### config.mk
export PLATFORM = sky130hd
export DESIGN_NAME = regfile_sb
export DESIGN_NICKNAME = d
export VERILOG_FILES = /design/src/rtl/regfile_sb.sv
export SDC_FILE = /design/constraint.sdc
export NUM_CORES = 2
export LEC_CHECK = 0
export ABC_AREA = 0
export CORE_AREA = 2 2 356 288
export CTS_CLUSTER_DIAMETER = 50
export DETAILED_ROUTE_END_ITERATION = 10
export DIE_AREA = 0 0 358 290
export PLACE_DENSITY = 0.79
export SYNTH_ARGS = -nofsm -noshare
export SYNTH_HDL_FRONTEND = slang
export SYNTH_SLANG_ARGS = --single-unit
### constraint.sdc
create_clock -name Clk -period 2.8 [get_ports Clk]
set_input_delay 0.56 -clock Clk [delete_from_list [all_inputs] [get_ports Clk]]
set_output_delay 0.56 -clock Clk [all_outputs]
set_load 0.01 [all_outputs]
### src/rtl/regfile_sb.sv
// regfile_sb: general-purpose register file with two combinational read
// ports, one clocked write port, an optional hardwired-zero register 0,
// optional writeback-to-read bypass and a per-register busy scoreboard.
// Issue marks a destination pending and writeback releases it. The busy
// outputs feed the decode-stage hazard stall.
module regfile_sb #(
   parameter int unsigned WIDTH    = 32,
   parameter int unsigned AW       = 5,
   parameter bit          ZERO_REG = 1'b1,
   parameter bit          BYPASS   = 1'b1
) (
   input  logic             Clk,
   input  logic             Clrn,
   input  logic             We,
   input  logic [AW-1:0]    Wa,
   input  logic [WIDTH-1:0] Wd,
   input  logic [AW-1:0]    Ra1,
   input  logic [AW-1:0]    Ra2,
   output logic [WIDTH-1:0] Rd1,
   output logic [WIDTH-1:0] Rd2,
   input  logic             Iss,
   input  logic [AW-1:0]    Ia,
   output logic             Busy1,
   output logic             Busy2,
   output logic             Busy_any
);

   localparam int unsigned DEPTH = 2 ** AW;

   logic [WIDTH-1:0] mem_q [DEPTH];
   logic [DEPTH-1:0] busy_q;
   logic [DEPTH-1:0] busy_d;

   logic wr_ok_c;
   logic zero1_c;
   logic zero2_c;
   logic hit1_c;
   logic hit2_c;

   // Writes to the hardwired-zero register are dropped.
   assign wr_ok_c = We && !(ZERO_REG && (Wa == '0));

   // Register array: asynchronous clear, one write per clock.
   always_ff @(posedge Clk or negedge Clrn) begin
      if (!Clrn) begin
         for (int unsigned i = 0; i < DEPTH; i++) begin
            mem_q[i] <= '0;
         end
      end else if (wr_ok_c) begin
         mem_q[Wa] <= Wd;
      end
   end

   // Scoreboard next state: a writeback clears, an issue sets, and the set
   // wins when both target the same register on the same edge.
   always_comb begin
      busy_d = busy_q;
      for (int unsigned i = 0; i < DEPTH; i++) begin
         if (Iss && (Ia == AW'(i))) begin
            busy_d[i] = 1'b1;
         end else if (We && (Wa == AW'(i))) begin
            busy_d[i] = 1'b0;
         end
      end
      if (ZERO_REG) begin
         busy_d[0] = 1'b0;
      end
   end

   // Scoreboard state register.
   always_ff @(posedge Clk or negedge Clrn) begin
      if (!Clrn) begin
         busy_q <= '0;
      end else begin
         busy_q <= busy_d;
      end
   end

   // Per-port decode of the zero register and of a same-cycle writeback hit.
   always_comb begin
      zero1_c = ZERO_REG && (Ra1 == '0);
      zero2_c = ZERO_REG && (Ra2 == '0);
      hit1_c  = BYPASS && We && (Wa == Ra1);
      hit2_c  = BYPASS && We && (Wa == Ra2);
   end

   // Read ports: zero register, then the bypassed writeback, then storage.
   always_comb begin
      if (zero1_c) begin
         Rd1 = '0;
      end else if (hit1_c) begin
         Rd1 = Wd;
      end else begin
         Rd1 = mem_q[Ra1];
      end
      if (zero2_c) begin
         Rd2 = '0;
      end else if (hit2_c) begin
         Rd2 = Wd;
      end else begin
         Rd2 = mem_q[Ra2];
      end
   end

   // Hazard status: a bypassed writeback hides the pending producer.
   // Busy_any reflects the stored scoreboard only.
   always_comb begin
      Busy1    = busy_q[Ra1] && !hit1_c;
      Busy2    = busy_q[Ra2] && !hit2_c;
      Busy_any = |busy_q;
   end

endmodule

; ---- After elaboration in Yosys (flattened, before gate mapping)
; Index checks and enable logic that the tools add are counted.
[totals]
output_inout_bits = 67
elab_cells = 321
in_bits = 56
regBits = 1055
[classes]
n_lt_le_gt_ge = 6
reduce_logical = 106
bitwise_logic = 3
n_eq_ne = 64
mux = 79
[ops]
columns = op, count
row1 = $bwmux 1024, 1
row2 = $bmux 32 s5, 2
row3 = $mux 32, 9
row4 = $demux 32 s5, 1
row5 = $eq 5x5->1 const B, 32
row6 = $eq 5x4->1 const B, 16
row7 = $logic_and 1x1->1, 68
row8 = $mux 1, 64
row9 = $reduce_bool 2->1, 31
row10 = $eq 5x3->1 const B, 8
row11 = $reduce_or 31->1, 1
row12 = $eq 5x2->1 const B, 4
row13 = $ge 6x6->1 const B, 3
row14 = $not 5->6, 3
row15 = $logic_not 5->1, 3
row16 = $lt 5x6->1 const B, 2
row17 = $bmux 1 s5, 2
row18 = $eq 5x1->1 const B, 2
row19 = $eq 5x5->1, 2
row20 = $lt 6x1->1 const B, 1
row21 = $logic_not 1->1, 3

; ---- Logic depth before layout (Yosys ltp)
[depth]
depth_word = 6
ltp_mapped = 10
depth_no_buf = 6

; ---- Worst setup path after synthesis
; Ideal clock, no wire load.
[synth_timing]
path_type = input port to output port
start = input port Ra1[1]
end = output port Rd1[0]
path_buffers = 3
t_required_ns = 2.240
arrival_time_ns = 2.348
stages = 7
path_slack_ns = -0.108
path_cell_list = buf_2 clkbuf_1 clkbuf_1 mux4_2 mux4_2 o211ai_1 nand2_1
[synth_via]
elab_chain_len = 6
elab_cells_between_ends = 9
cone_classes = eq/ne (1) / mux (5) / bitwise (1) / reduce/logical (2)
[synth_lines]
columns = element, line_no
row1 = "start, declared", 17  ; input logic [AW-1:0] Ra1,
row2 = $not 5->6 (not written as such), 94  ; Rd1 = mem_q[Ra1];
row3 = $bmux 32 s5, 94
row4 = $mux 32 (not written as such) (2 in series), 94
row5 = $mux 32, 91  ; end else if (hit1_c) begin
row6 = $mux 32 (*), 89  ; if (zero1_c) begin
row7 = "end, declared", 19  ; output logic [WIDTH-1:0] Rd1,
; Mark *: on every way between the ends. The rest lies on a longest branch, timed or not. The select of a mux whose other input is x is not followed.

; ---- Worst setup path after layout
[layout_timing]
start = register mem_q[374] in the netlist's numbering
end = output port Rd1[22]
[layout_via]
elab_chain_len = 5
[layout_lines]
columns = element, line_no
row1 = "start, declared", 30  ; logic [WIDTH-1:0] mem_q [DEPTH];
row2 = "start signal, assigned by index", 50  ; mem_q[Wa] <= Wd;
row3 = $bmux 32 s5, 94
row4 = $mux 32 (not written as such) (2 in series), 94
row5 = $mux 32, 91
row6 = $mux 32, 89
; Every way passes these cells. The select of a mux whose other input is x is not followed.

==> flow_metrics.env <==
export IMPL_outcome="finished with violations"
export IMPL_violations="setup timing"
export IMPL_worstPathArrival_ps=3030
export IMPL_fin_crit_ps=3590
export IMPL_drv_cap=0
export IMPL_die_w_um=358
export IMPL_wl_per_cell_um=35.6
export IMPL_ys_types=57
export IMPL_initial_utilization_pct=56.8
export IMPL_row_count=104
export IMPL_ys_top_cells_by_count="dfrtp_1 (1055), mux2_2 (844), mux4_2 (448), clkbuf_1 (240), mux2i_1 (186)"
export IMPL_cts_reportedPaths_clkPinSlew_ps=60
export IMPL_drive_gt1_share_pct=57.6
export IMPL_synth_edf_count=0
export IMPL_dr_pass1_iters=6
export IMPL_end_kind="output pin"
export IMPL_timing_critical_path_buf_inv=1
export IMPL_rrSetupSlack_ps=1740
export IMPL_nFillCells=5562
export IMPL_cts_path_max_buffers=3
export IMPL_htree_levels=3
export IMPL_min_path_type="reg2reg"
export IMPL_avgSynthCellArea_sq_um=14.3
export IMPL_syn_inst=3973
export IMPL_cts_buffers=116
export IMPL_grt_ovfl_total=0
export IMPL_io_pins=123
export IMPL_slowest_delay_ps=600
export IMPL_synth_flop_cell="dfrtp_1"
export IMPL_gp_congestion=0.941
export IMPL_antenna_found_initial=3
export IMPL_yosysTopAreaCell="dfrtp_1"
export IMPL_area_growth_pct=29.1
export IMPL_slew_headroom_pct=52.0
export IMPL_critPathKind="reg2out"
export IMPL_fin_skew_ps=0
export IMPL_hold_viol=0
export IMPL_clockRootBuffer="clkbuf_16"
export IMPL_setup_tns_final_ps=-26920
export IMPL_synth_seq_area_share_pct=46.5
export IMPL_first_global_vias=45300
export IMPL_multiInputGateArea_sq_um=29800
export IMPL_synth_most_common_cell="dfrtp_1"
export IMPL_async_flop_share_pct=100
export IMPL_cpMostUsedCell="mux4_2"
export IMPL_p_per_area_nw_per_um2=669
export IMPL_vias=44700
export IMPL_report_final_slew_viol_count=0
export IMPL_fp_dieH_um=290
export IMPL_ir_worst_vdd_mv=0.546
export IMPL_dpl_hpwl_um=126000
export IMPL_syn_num_nets=4029
export IMPL_io_buffers=122
export IMPL_r2r_start="mem_q[270]"
export IMPL_routed_via_density=7.32
export IMPL_tightestPinTransition_ps=717
export IMPL_worstRegToRegCells=3
export IMPL_fin_ws_ps=-793
export IMPL_wirelength_um=217000
export IMPL_grt_pass1_wl_um=302000
export IMPL_clock_sinks=1055
export IMPL_power_w=0.0490
export IMPL_syn_cell_area_sq_um=56700
export IMPL_grt_setup_unrepaired="true"
export IMPL_hold_depth=0
export IMPL_hp_start="mem_q[1022]"
export IMPL_setup_viol=67
export IMPL_yosys_warnings=0
export IMPL_cts_tree="built"
export IMPL_core_area_sq_um=99900
export IMPL_ant_nets=0
export IMPL_period_share_pct=128
export IMPL_worstPathCellList="mux4_2, mux4_2, o211ai_1, nand2_1, buf_2"
export IMPL_synth_seq_cells=1055
export IMPL_crit_path_max_fanout=2
export IMPL_fin_nets=4736
export IMPL_track_usage_pct=39.6
export IMPL_drc_errors=0
export IMPL_regArea_sq_um=26400
export IMPL_synth_top_area_share_pct=46.5
export IMPL_fmax_mhz=278
export IMPL_r2r_end="mem_q[270]"
export IMPL_clkLatencyLatePin_ps=720
export IMPL_startpoint_type="flip-flop"
export IMPL_cp_slowest_cell="o211ai_1"
export IMPL_netlist_top_cells_area="dfrtp_1 (47%), mux4_2 (18%), mux2_2 (17%)"
export IMPL_leakagePower_nw=32.5
export IMPL_crit_required_ps=2240
export IMPL_die_area_sq_um=104000
export IMPL_drt_initial_drc_count=5499
export IMPL_grt_max_degree=81
export IMPL_cp_top_family="multiplexers"
export IMPL_hold_end="mem_q[1022]"
-- layout by cell type (no fill, tap or decap), types with 10 or more instances in the layout --
cell / Yosys / layout
o22ai_1: 101 / 73
o22ai_2: 0 / 28
a21oi_2: 0 / 18
o21ai_1: 31 / 25
clkbuf_16: 0 / 125
buf_16: 0 / 24
a221oi_1: 55 / 18
mux2i_1: 186 / 178
o21ai_2: 0 / 11
nand2_1: 115 / 91
o21ai_0: 59 / 51
dfrtp_1: 1055 / 1055
nor2_1: 110 / 76
nor2_2: 0 / 15
nor2_4: 0 / 19
mux2_1: 168 / 168
bufinv_16: 0 / 10
a211oi_1: 24 / 16
a221oi_2: 0 / 30
nand2_2: 0 / 21
clkdlybuf4s50_1: 0 / 39
a22oi_2: 0 / 16
nor2b_1: 34 / 31
clkinv_2: 0 / 22
o211ai_1: 39 / 39
clkbuf_1: 240 / 11
buf_8: 0 / 26
nor3_1: 22 / 11
mux4_2: 448 / 448
buf_4: 36 / 578
buf_6: 21 / 115
mux2_2: 844 / 842
clkbuf_8: 0 / 24
a22oi_1: 34 / 18
buf_2: 103 / 59
a21oi_1: 36 / 10
buf_12: 0 / 185
-- kinds of logic (layout without fill, tap and decap cells) --
group | count (synthesis) | in the layout | share of synthesized area, %
xor+xnor | 10 | 10 | 0.154
mux | 1646 | 1646 | 41.2
simple gates | 359 | 359 | 2.98
compound gates | 450 | 450 | 5.45
buf+inv | 453 | 1252 | 3.74
flops | 1055 | 1055 | 46.5
other cells | 0 | 4 | 0
-- what timing repair did --
| action | 4_1_cts | 5_1_grt |
|---|---|---|
| setup buffers | 180 | 111 |
| cloned | 14 | 7 |
| setup endpoints to repair | 67 | 67 |
| gates resized for setup | 627 | 208 |
| hold buffers | 1 | 0 |
| pin swaps | 166 | 143 |
| endpoints found under the hold margin | 20 | 0 |
-- worst register-to-register path, cell delays in order, from the launching register on --
cell and delay [ps]:
dfrtp_1 420, buf_4 160, buf_6 110, mux2_2 260
-- flip-flops by register name, summed over array words and instances (netlist names) --
name    cells
mem_q    1024
busy_q     31
-- where the power goes --
part | switching, W | total (W) | internal, W
Combinational | 0.00518 | 0.0121 | 0.00695
Sequential | 0.00246 | 0.0206 | 0.0182
Clock | 0.00689 | 0.0162 | 0.00931
-- per-stage QoR --
stage	instance area [sq um]	setup slack (ps)	std cells	hold slack, ps	util, %
4_1_cts	71500	-634	6001	398	71.6
6_report	73200	-793	6101	396	73.3
2_1_floorplan	56700	2.67	3973	264	-
3_5_place_dp	64500	-1240	5604	384	64.5
5_1_grt	73200	-835	6097	407	73.3
3_3_place_gp	64500	-1270	5604	378	64.5
-- metal layers --
layer	wire length, um	vias to the layer above	track usage (%)
li1	-	16800	-
met1	74000	22800	52.9
met2	92100	3812	55.9
met3	33700	1256	14.7
met4	17500	4	22.1
met5	168	-	0.0930
-- how the worst max path moves through the flow --
stage                     from  endpoint  cells after the start
global placement         Wa[1]   Rd1[23]                     11
finish              mem_q[374]   Rd1[22]                      5
detailed placement       Wa[1]   Rd1[23]                     11
global route        mem_q[270]   Rd1[14]                      5
CTS                 mem_q[270]   Rd1[14]                      5
floorplan               Ra1[0]    Rd1[0]                      7
-- cell type report --
type / count / area share [%]
clock inverter: 57 / 0.926
timing repair buffer: 1036 / 15.5
sequential: 1055 / 36.1
antenna: 4 / 0.0137
clock buffer: 153 / 4.54
inverter: 6 / 0.0325
tap: 1325 / 2.26
multi-input combinational: 2465 / 40.7
Note: power is estimated with default switching activity, not from simulation.
